<file path="src/rtl/u0_normalize_pkg.sv">
// Shared AWGN datapath definitions: uniform word width, exponent width and
// the normalised result record passed on to the log evaluator.
package u0_normalize_pkg;

  localparam int unsigned U0_W  = 48;
  localparam int unsigned U0_CW = 6;

  typedef struct packed {
    logic [U0_CW-1:0] exp_e;
    logic [U0_W-1:0]  mant_x;
    logic             zero;
  } norm_rec_t;

endpackage

</file>
<file path="src/rtl/u0_normalize_lzd.sv">
// 48-bit leading-zero detector: count of zeros above the first one, plus a
// flag that is low when the word is all-zero (count is then 0).
module lzd48 (
  input  logic [47:0] d,
  output logic [5:0]  cnt,
  output logic        nz
);

  always_comb begin
    cnt = '0;
    nz  = 1'b0;
    for (int unsigned i = 0; i < 48; i++) begin
      if (!nz && d[47-i]) begin
        cnt = 6'(i);
        nz  = 1'b1;
      end
    end
  end

endmodule

</file>
<file path="src/rtl/u0_normalize_shift.sv">
// 48-bit logarithmic left shifter, six mux levels, zero fill. Shift amounts
// of 48 or more produce zero.
module norm_shift48 (
  input  logic [47:0] d,
  input  logic [5:0]  amt,
  output logic [47:0] q
);

  logic [47:0] lvl [0:6];

  assign lvl[0] = d;

  for (genvar k = 0; k < 6; k++) begin : g_lvl
    assign lvl[k+1] = amt[k] ? (lvl[k] << (1 << k)) : lvl[k];
  end

  assign q = lvl[6];

endmodule

</file>
<file path="src/rtl/u0_normalize.sv">
// Normaliser for the uniform word u0: u = 2^-e * x with x MSB set, in a
// two-stage valid/ready pipeline (S1: capture + lzc, S2: shifted result).
module u0_normalize
  import u0_normalize_pkg::*;
#(
  parameter int unsigned W  = U0_W,
  parameter int unsigned CW = U0_CW
) (
  input  logic          clk,
  input  logic          rst,
  input  logic          in_valid,
  output logic          in_ready,
  input  logic [W-1:0]  u0,
  output logic          out_valid,
  input  logic          out_ready,
  output logic [CW-1:0] exp_e,
  output logic [W-1:0]  mant_x,
  output logic          zero,
  output logic [15:0]   zero_cnt
);

  logic          s1_valid;
  logic [W-1:0]  s1_u0;
  logic [CW-1:0] s1_lzc;
  logic          s1_zero;
  logic          s2_valid;
  norm_rec_t     s2_q;

  logic          s1_adv;
  logic          s2_adv;
  logic          in_fire;
  logic [5:0]    lzd_cnt;
  logic          lzd_nz;
  logic [W-1:0]  shifted;

  lzd48 u_lzd (
    .d   (u0),
    .cnt (lzd_cnt),
    .nz  (lzd_nz)
  );

  norm_shift48 u_shift (
    .d   (s1_u0),
    .amt (s1_lzc),
    .q   (shifted)
  );

  // Ready depends only on out_ready and the stage valid bits, never on in_valid.
  always_comb begin
    s2_adv   = !s2_valid || out_ready;
    s1_adv   = !s1_valid || s2_adv;
    in_ready = s1_adv;
    in_fire  = in_valid && s1_adv;
  end

  always_ff @(posedge clk or posedge rst) begin
    if (rst) begin
      s1_valid <= 1'b0;
      s1_u0    <= '0;
      s1_lzc   <= '0;
      s1_zero  <= 1'b0;
      zero_cnt <= '0;
    end else begin
      if (s1_adv) begin
        s1_valid <= in_valid;
        if (in_valid) begin
          s1_u0   <= u0;
          s1_lzc  <= lzd_nz ? CW'(lzd_cnt) : CW'(W);
          s1_zero <= !lzd_nz;
        end
      end
      if (in_fire && !lzd_nz && zero_cnt != '1) begin
        zero_cnt <= zero_cnt + 16'd1;
      end
    end
  end

  always_ff @(posedge clk or posedge rst) begin
    if (rst) begin
      s2_valid <= 1'b0;
      s2_q     <= '0;
    end else if (s2_adv) begin
      s2_valid <= s1_valid;
      if (s1_valid) begin
        s2_q.exp_e  <= s1_zero ? '0 : s1_lzc + CW'(1);
        s2_q.mant_x <= s1_zero ? '0 : shifted;
        s2_q.zero   <= s1_zero;
      end
    end
  end

  assign out_valid = s2_valid;
  assign exp_e     = s2_q.exp_e;
  assign mant_x    = s2_q.mant_x;
  assign zero      = s2_q.zero;

endmodule

</file>
<file path="config.mk">
export PLATFORM = sky130hd
export DESIGN_NAME = u0_normalize
export DESIGN_NICKNAME = d
export VERILOG_FILES = /design/src/rtl/u0_normalize_pkg.sv /design/src/rtl/u0_normalize_lzd.sv /design/src/rtl/u0_normalize_shift.sv /design/src/rtl/u0_normalize.sv
export SDC_FILE = /design/constraint.sdc
export NUM_CORES = 1
export LEC_CHECK = 0
export ABC_AREA = 1
export BUFFER_PORTS_ARGS = -buffer_cell sky130_fd_sc_hd__buf_2
export CAP_MARGIN = 20
export CORE_ASPECT_RATIO = 2
export CORE_MARGIN = 5
export CORE_UTILIZATION = 42
export DETAILED_ROUTE_END_ITERATION = 8
export GPL_ROUTABILITY_DRIVEN = 0
export PLACE_DENSITY = 0.68
export SYNTH_ARGS = -nofsm -noshare
export SYNTH_HDL_FRONTEND = slang
export SYNTH_SLANG_ARGS = --single-unit
</file>
<file path="constraint.sdc">
create_clock -name clk -period 3.9 [get_ports clk]
set_clock_uncertainty 0.1 [all_clocks]
set_input_delay 0 -clock clk [delete_from_list [all_inputs] [get_ports clk]]
set_output_delay 0 -clock clk [all_outputs]
set_load 0.02 [all_outputs]
</file>
# Word level (Yosys, flattened, before mapping)
# Index checks and enable logic that the tools add are counted.
totals:
  ff_bits: 128
  in_bits: 52
  output_inout_bits: 73
  elab_cells: 220
classes:
  addsub: 2
  eq_ne: 1
  muxes: 104
  reduce_logical: 104
ops:
  columns: ["operator", "n"]
  rows:
  - ["two-way mux 48 bit", 7]
  - ["two-way mux 6 bit", 18]
  - ["two-way mux 5 bit", 16]
  - ["logical AND 1 bit", 50]
  - ["logical NOT 1 bit", 50]
  - ["two-way mux 1 bit", 49]
  - ["two-way mux 4 bit", 8]
  - ["adder 16 x 1 -> 16 bit, second input constant", 1]
  - ["!= test 16 bit, second input constant", 1]
  - ["two-way mux 3 bit", 4]
  - ["adder 6 x 1 -> 6 bit, second input constant", 1]
  - ["two-way mux 2 bit", 2]
  - ["AND reduction 2 bit", 2]
  - ["logical OR 1 bit", 2]

# Depth between registers and ports, before layout
depth:
  word_depth: 145
  mapped_depth: 26

# Cells and area by module
# From an unflattened synthesis, not the netlist that was laid out.
hier_totals:
  cells_unflattened: 1338
  area_unflattened_um2: 9350.2
by_module_without_submodules:
  columns: ["module", "instances", "cells_per_inst", "area_per_inst_um2", "seq_area_each_um2"]
  rows:
  - ["u0_normalize", 1, 532, 5231.3, 3203.1]
  - ["norm_shift48", 1, 627, 3140.5, 0.0]
  - ["lzd48", 1, 179, 978.4, 0.0]

# Worst setup path after synthesis
# No wires, ideal clock.
synth_path:
  path_type: "input-to-reg"
  startpoint: "in u0[47]"
  endpoint: "reg s1_lzc[4]"
  setup_time_ps: 87
  arrival_time_ps: 2789
  path_slack_ps: 924
  stages: 25
  cell_sequence: "nor2_2 -> nand4_1 -> nor2_2 -> nand4_1 -> nor2_2 -> nand4_1 -> nor2_2 -> nand4_1 -> nor2_2 -> nand4_1 -> nor2_2 -> nand4_2 -> nor2_2 -> nand4_1 -> nor2_2 -> nand4_2 -> nor2_2 -> nand4_2 -> nor2_4 -> nand4_4 -> nor2_4 -> nand4_4 -> nor2_8 -> nand2_1 -> o211ai_1"
synth_via:
  elab_chain_cells: 143
  elab_cells_between_ends: 175
  cone_classes: "81 x mux; 94 x reduce/logical"
synth_lines:
  columns: ["element", "line_no", "text"]
  rows:
  - ["start, declared", "u0_normalize.sv:13", "input logic [W-1:0] u0,"]
  - ["two-way mux 1 bit (*)", "u0_normalize_lzd.sv:13", "if (!nz && d[47-i]) begin"]
  - ["logical NOT 1 bit", "u0_normalize_lzd.sv:13", null]
  - ["logical AND 1 bit", "u0_normalize_lzd.sv:13", null]
  - ["two-way mux 1 bit (*)", "u0_normalize_lzd.sv:13", null]
  - ["logical NOT 1 bit", "u0_normalize_lzd.sv:13", null]
  - ["logical AND 1 bit", "u0_normalize_lzd.sv:13", null]
  - ["two-way mux 1 bit (*)", "u0_normalize_lzd.sv:13", null]
  - ["logical NOT 1 bit", "u0_normalize_lzd.sv:13", null]
  - ["(+127 left out)", null, null]
  - ["two-way mux 1 bit", "u0_normalize_lzd.sv:13", null]
  - ["logical NOT 1 bit", "u0_normalize_lzd.sv:13", null]
  - ["logical AND 1 bit", "u0_normalize_lzd.sv:13", null]
  - ["two-way mux 1 bit", "u0_normalize_lzd.sv:13", null]
  - ["logical NOT 1 bit", "u0_normalize_lzd.sv:13", null]
  - ["logical AND 1 bit", "u0_normalize_lzd.sv:13", null]
  - ["two-way mux 6 bit or two-way mux 1 bit (tied branches)", "u0_normalize_lzd.sv:13", null]
  - ["two-way mux 6 bit (*)", "u0_normalize.sv:68", "s1_lzc <= lzd_nz ? CW'(lzd_cnt) : CW'(W);"]
  - ["end signal, assigned", "u0_normalize.sv:68", null]
  - ["end, declared", "u0_normalize.sv:24", "logic [CW-1:0] s1_lzc;"]
# Every way passes the cells marked *; elsewhere a longest branch is shown, timed or not.
# A chain may end at the register's enable or synchronous reset.

# Worst setup path after layout
layout_path:
  startpoint: "in u0[44]"
  endpoint: "reg zero_cnt[10]"
layout_via:
  elab_chain_cells: 137
layout_lines:
  columns: ["element", "line_no", "text"]
  rows:
  - ["logical AND 1 bit (*)", "u0_normalize_lzd.sv:13", null]
  - ["two-way mux 1 bit (*)", "u0_normalize_lzd.sv:13", null]
  - ["logical NOT 1 bit", "u0_normalize_lzd.sv:13", null]
  - ["logical AND 1 bit", "u0_normalize_lzd.sv:13", null]
  - ["two-way mux 1 bit (*)", "u0_normalize_lzd.sv:13", null]
  - ["logical NOT 1 bit", "u0_normalize_lzd.sv:13", null]
  - ["logical AND 1 bit", "u0_normalize_lzd.sv:13", null]
  - ["two-way mux 1 bit (*)", "u0_normalize_lzd.sv:13", null]
  - ["(+120 left out)", null, null]
  - ["logical NOT 1 bit", "u0_normalize_lzd.sv:13", null]
  - ["logical AND 1 bit", "u0_normalize_lzd.sv:13", null]
  - ["two-way mux 1 bit (*)", "u0_normalize_lzd.sv:13", null]
  - ["logical NOT 1 bit", "u0_normalize_lzd.sv:13", null]
  - ["logical AND 1 bit", "u0_normalize_lzd.sv:13", null]
  - ["two-way mux 1 bit (*)", "u0_normalize_lzd.sv:13", null]
  - ["logical NOT 1 bit (*)", "u0_normalize.sv:72", "if (in_fire && !lzd_nz && zero_cnt != '1) begin"]
  - ["logical AND 1 bit (*) (2 in a row)", "u0_normalize.sv:72", null]
  - ["end signal, assigned", "u0_normalize.sv:73", "zero_cnt <= zero_cnt + 16'd1;"]
  - ["end, declared", "u0_normalize.sv:19", "output logic [15:0] zero_cnt"]
# Marked as above.

==> metrics.cfg <==
[timing]
fin_crit_ns=3.566
finalSetupViolations=0
timing.setup.tns_ns=0
setup_slack_ns=0.3343
worst_pin_slew_ns=0.8281
hold_viol_final=0
drv_slew=0
slew_headroom_pct=44.74
fin_crit_sh_pct=91.43
max_freq_ghz=0.2804

[yosys]
ys_seq_area_share_pct=38.66
ys.flop_type=dfrtp_1
synth-async-reset-ratio_pct=100.0
syn_area_per_cell_um2=6.945
synth_cell_types=42
netlist_instances=1193
ys_ff_latch=128
syn_nets=1247
yosysWarnings=0
netlist_area_mm2=0.008285
synth-edff-count=0

[hold_path]
hold_path_depth=3
hold_class=in2reg

[worst_setup_path]
crit_slowest_cell=nor2_2
crit_cells=29
ff2ff_path_depth=9
path_buf_inv=3
crit_type=in2reg
cp.arrival_ns=3.78
r2r_start=s1_lzc[1]
cp_top_family=simple AND/OR/NAND/NOR gates
worstPathMaxFanout=8
crit_path_frequent_cell=nand4_1
ff2ff_setup_slack_ns=1.11
r2r_end=mant_x[47]
slowest_delay_ns=0.17
critPathCaptureType=register
startpoint_type=input pin
cp-startpoint=u0[44]
crit_end=zero_cnt[10]
critPathRequiredTime_ns=4.12

[clock_tree]
clk-insertion-delay-late_ns=0.43
clock-sinks=128
clockBufferDepth=2
cts-root-buf=clkbuf_16
htreeDepth=4
numCtsBuffers=17
cts_tree=done
path_clk_slew_ns=0.06

[floorplan]
core_mm2=0.01937
fp.dieH_um=208.6
design.portCount=125
rows=72
die_area_mm2=0.02281
initial_core_util_pct=42.78
die_x_um=109.3

[grt]
overflow=0
grt_pass1_vias=8595
grt_max_degree=64
antenna_found_initial=0
grt_pass1_wl_mm=43.57
grt_usage_pct=24.46

[final_layout]
diodes=0
fin_nets=1398
fin_cells=1616
final_cell_area_mm2=0.01045
drive_above_1_share_pct=16.65
area.growth.synth_to_final_pct=26.15

[drt]
drt_drc_violations_left=0
viasPerCell=5.446
wl_per_cell_um=17.15
num_vias=8800
dr.pass1.iters=5
drtAntennaViolNets=0
drt_iter0_markers=470
routed_wl_mm=27.72

[power_and_ir_drop]
p_leak_nw=5.218
vdd_ir_drop_max_uv=257.7
cellPowerDensity_mw_per_mm2=526.4

[placement]
dp_slack_ns=0.04841
dp_hpwl_mm=20.88
portBuffers=124
place_area_mm2=0.009121
place_inst=1525

[flow_run]
maxCapViolations=0

[outcome]
status=complete, no violations

## cells by family (layout without fill, tap and decap cells)
family | after synthesis | count (layout) | share of synthesized area, %
AO/OA/AOI/OAI | 257 | 257 | 17.79
XOR/XNOR | 10 | 10 | 1.057
adder cells (fa/ha/maj) | 2 | 2 | 0.3020
buffers and inverters | 162 | 325 | 7.339
flip-flops | 128 | 128 | 38.66
multiplexers | 18 | 18 | 2.175
AND/OR/NAND/NOR | 616 | 617 | 32.68
## power by group
group | internal (mW) | switching [mW]
clock | 1.10 | 0.644
combinational | 0.631 | 1.31
sequential | 1.63 | 0.187
## what timing repair did
| item | CTS | global route |
|---|---|---|
| setup endpoints to repair | 0 | 22 |
| buffers inserted | 0 | 9 |
| gates resized for setup | 0 | 29 |
| hold endpoints to repair | 135 | 4 |
| hold buffers | 50 | 4 |
## cell usage in the layout, fill, tap and decap left out, types with 3 or more instances in the layout
cell	synthesis	final
buf_6	0	5
o211ai_1	32	32
or2_2	7	7
nand4_2	3	3
dlygate4sd3_1	0	49
buf_4	0	26
o21ai_0	176	176
clkinvlp_4	0	3
inv_1	87	82
bufinv_16	0	4
o221ai_1	3	3
nand4_1	44	44
inv_6	0	5
nand2_1	401	399
a31oi_1	6	6
o22ai_1	3	3
xnor2_1	3	3
nor2_4	4	6
xor2_1	7	7
dfrtp_1	128	128
inv_2	1	5
clkbuf_16	0	17
dlymetal6s4s_1	0	4
clkinv_1	3	3
a32o_1	6	6
a21oi_1	16	16
nor2_1	59	52
buf_2	0	116
nor4_1	4	4
nand3_1	71	70
nor2_2	10	15
nor3_1	6	6
nand4_4	3	4
mux2i_1	18	18
## worst min-delay path: stages
cell            delay [ns]
dlymetal6s4s_1        0.28
inv_1                 0.12
o21ai_0               0.10
## through the flow
step / hold slack, ns / utilization [%] / total power, mW
2_1_floorplan: 0.009615 / - / 3.053
5_1_grt: 0.06179 / 53.97 / 5.814
3_3_place_gp: 0.1107 / 47.09 / 3.701
6_report: 0.03081 / 53.97 / 5.502
3_5_place_dp: 0.1169 / 47.09 / 3.728
4_1_cts: 0.06405 / 53.00 / 5.511
## layout make-up
cell class	instances	area, µm²
inverters	91	344.1
clock inverters	14	203.9
flip-flops and latches	128	3203
repair buffers	202	1405
fillers	1860	8916
well taps	259	324.1
multi-input cells	904	4533
clock buffers	18	439.2
## routing by layer
metal | part of all wire [%] | up-vias | track usage, %
met3 | 3.9 | 82 | 3.181
met1 | 35 | 4109 | 24.76
met2 | 56 | 285 | 46.35
met4 | 5.4 | 0 | 13.65
met5 | 0 | - | 0
li1 | - | 4324 | -
## flip-flops by register name, indices dropped and copies added, names as in the netlist
signal and cells:
s1_valid 1, zero_cnt 16, exp_e 6, zero 1, out_valid 1, mant_x 48, s1_u0 48, s1_lzc 6
s1_zero 1
## synth_stat cells (4+ instances only)
cell type / count / share of area [%]
o211ai_1: 32 / 2.9
nor3_1: 6 / 0.36
mux2i_1: 18 / 2.2
nand4_1: 44 / 3.3
nor2_1: 59 / 2.7
a21oi_1: 16 / 0.97
nor2_2: 10 / 0.76
xor2_1: 7 / 0.74
nor4_1: 4 / 0.30
clkbuf_1: 60 / 2.7
inv_1: 87 / 3.9
nor2_4: 4 / 0.54
a31oi_1: 6 / 0.45
nand2_1: 401 / 18
dfrtp_1: 128 / 39
a32o_1: 6 / 0.72
o21ai_0: 176 / 11
nand3_1: 71 / 4.3
or2_2: 7 / 0.53
buf_1: 11 / 0.50
## worst min-delay path by stage
stage,start,endpoint,slack (ns)
after global routing,u0[42],s1_u0[42],0.06
after detailed placement,rst,mant_x[21],0.12
after global placement,rst,mant_x[21],0.11
final,u0[42],s1_u0[42],0.03
after CTS,in_valid,s1_u0[0],0.06
after floorplan,u0[44],s1_u0[44],0.01
No activity file was read; power rests on OpenSTA's default activity.
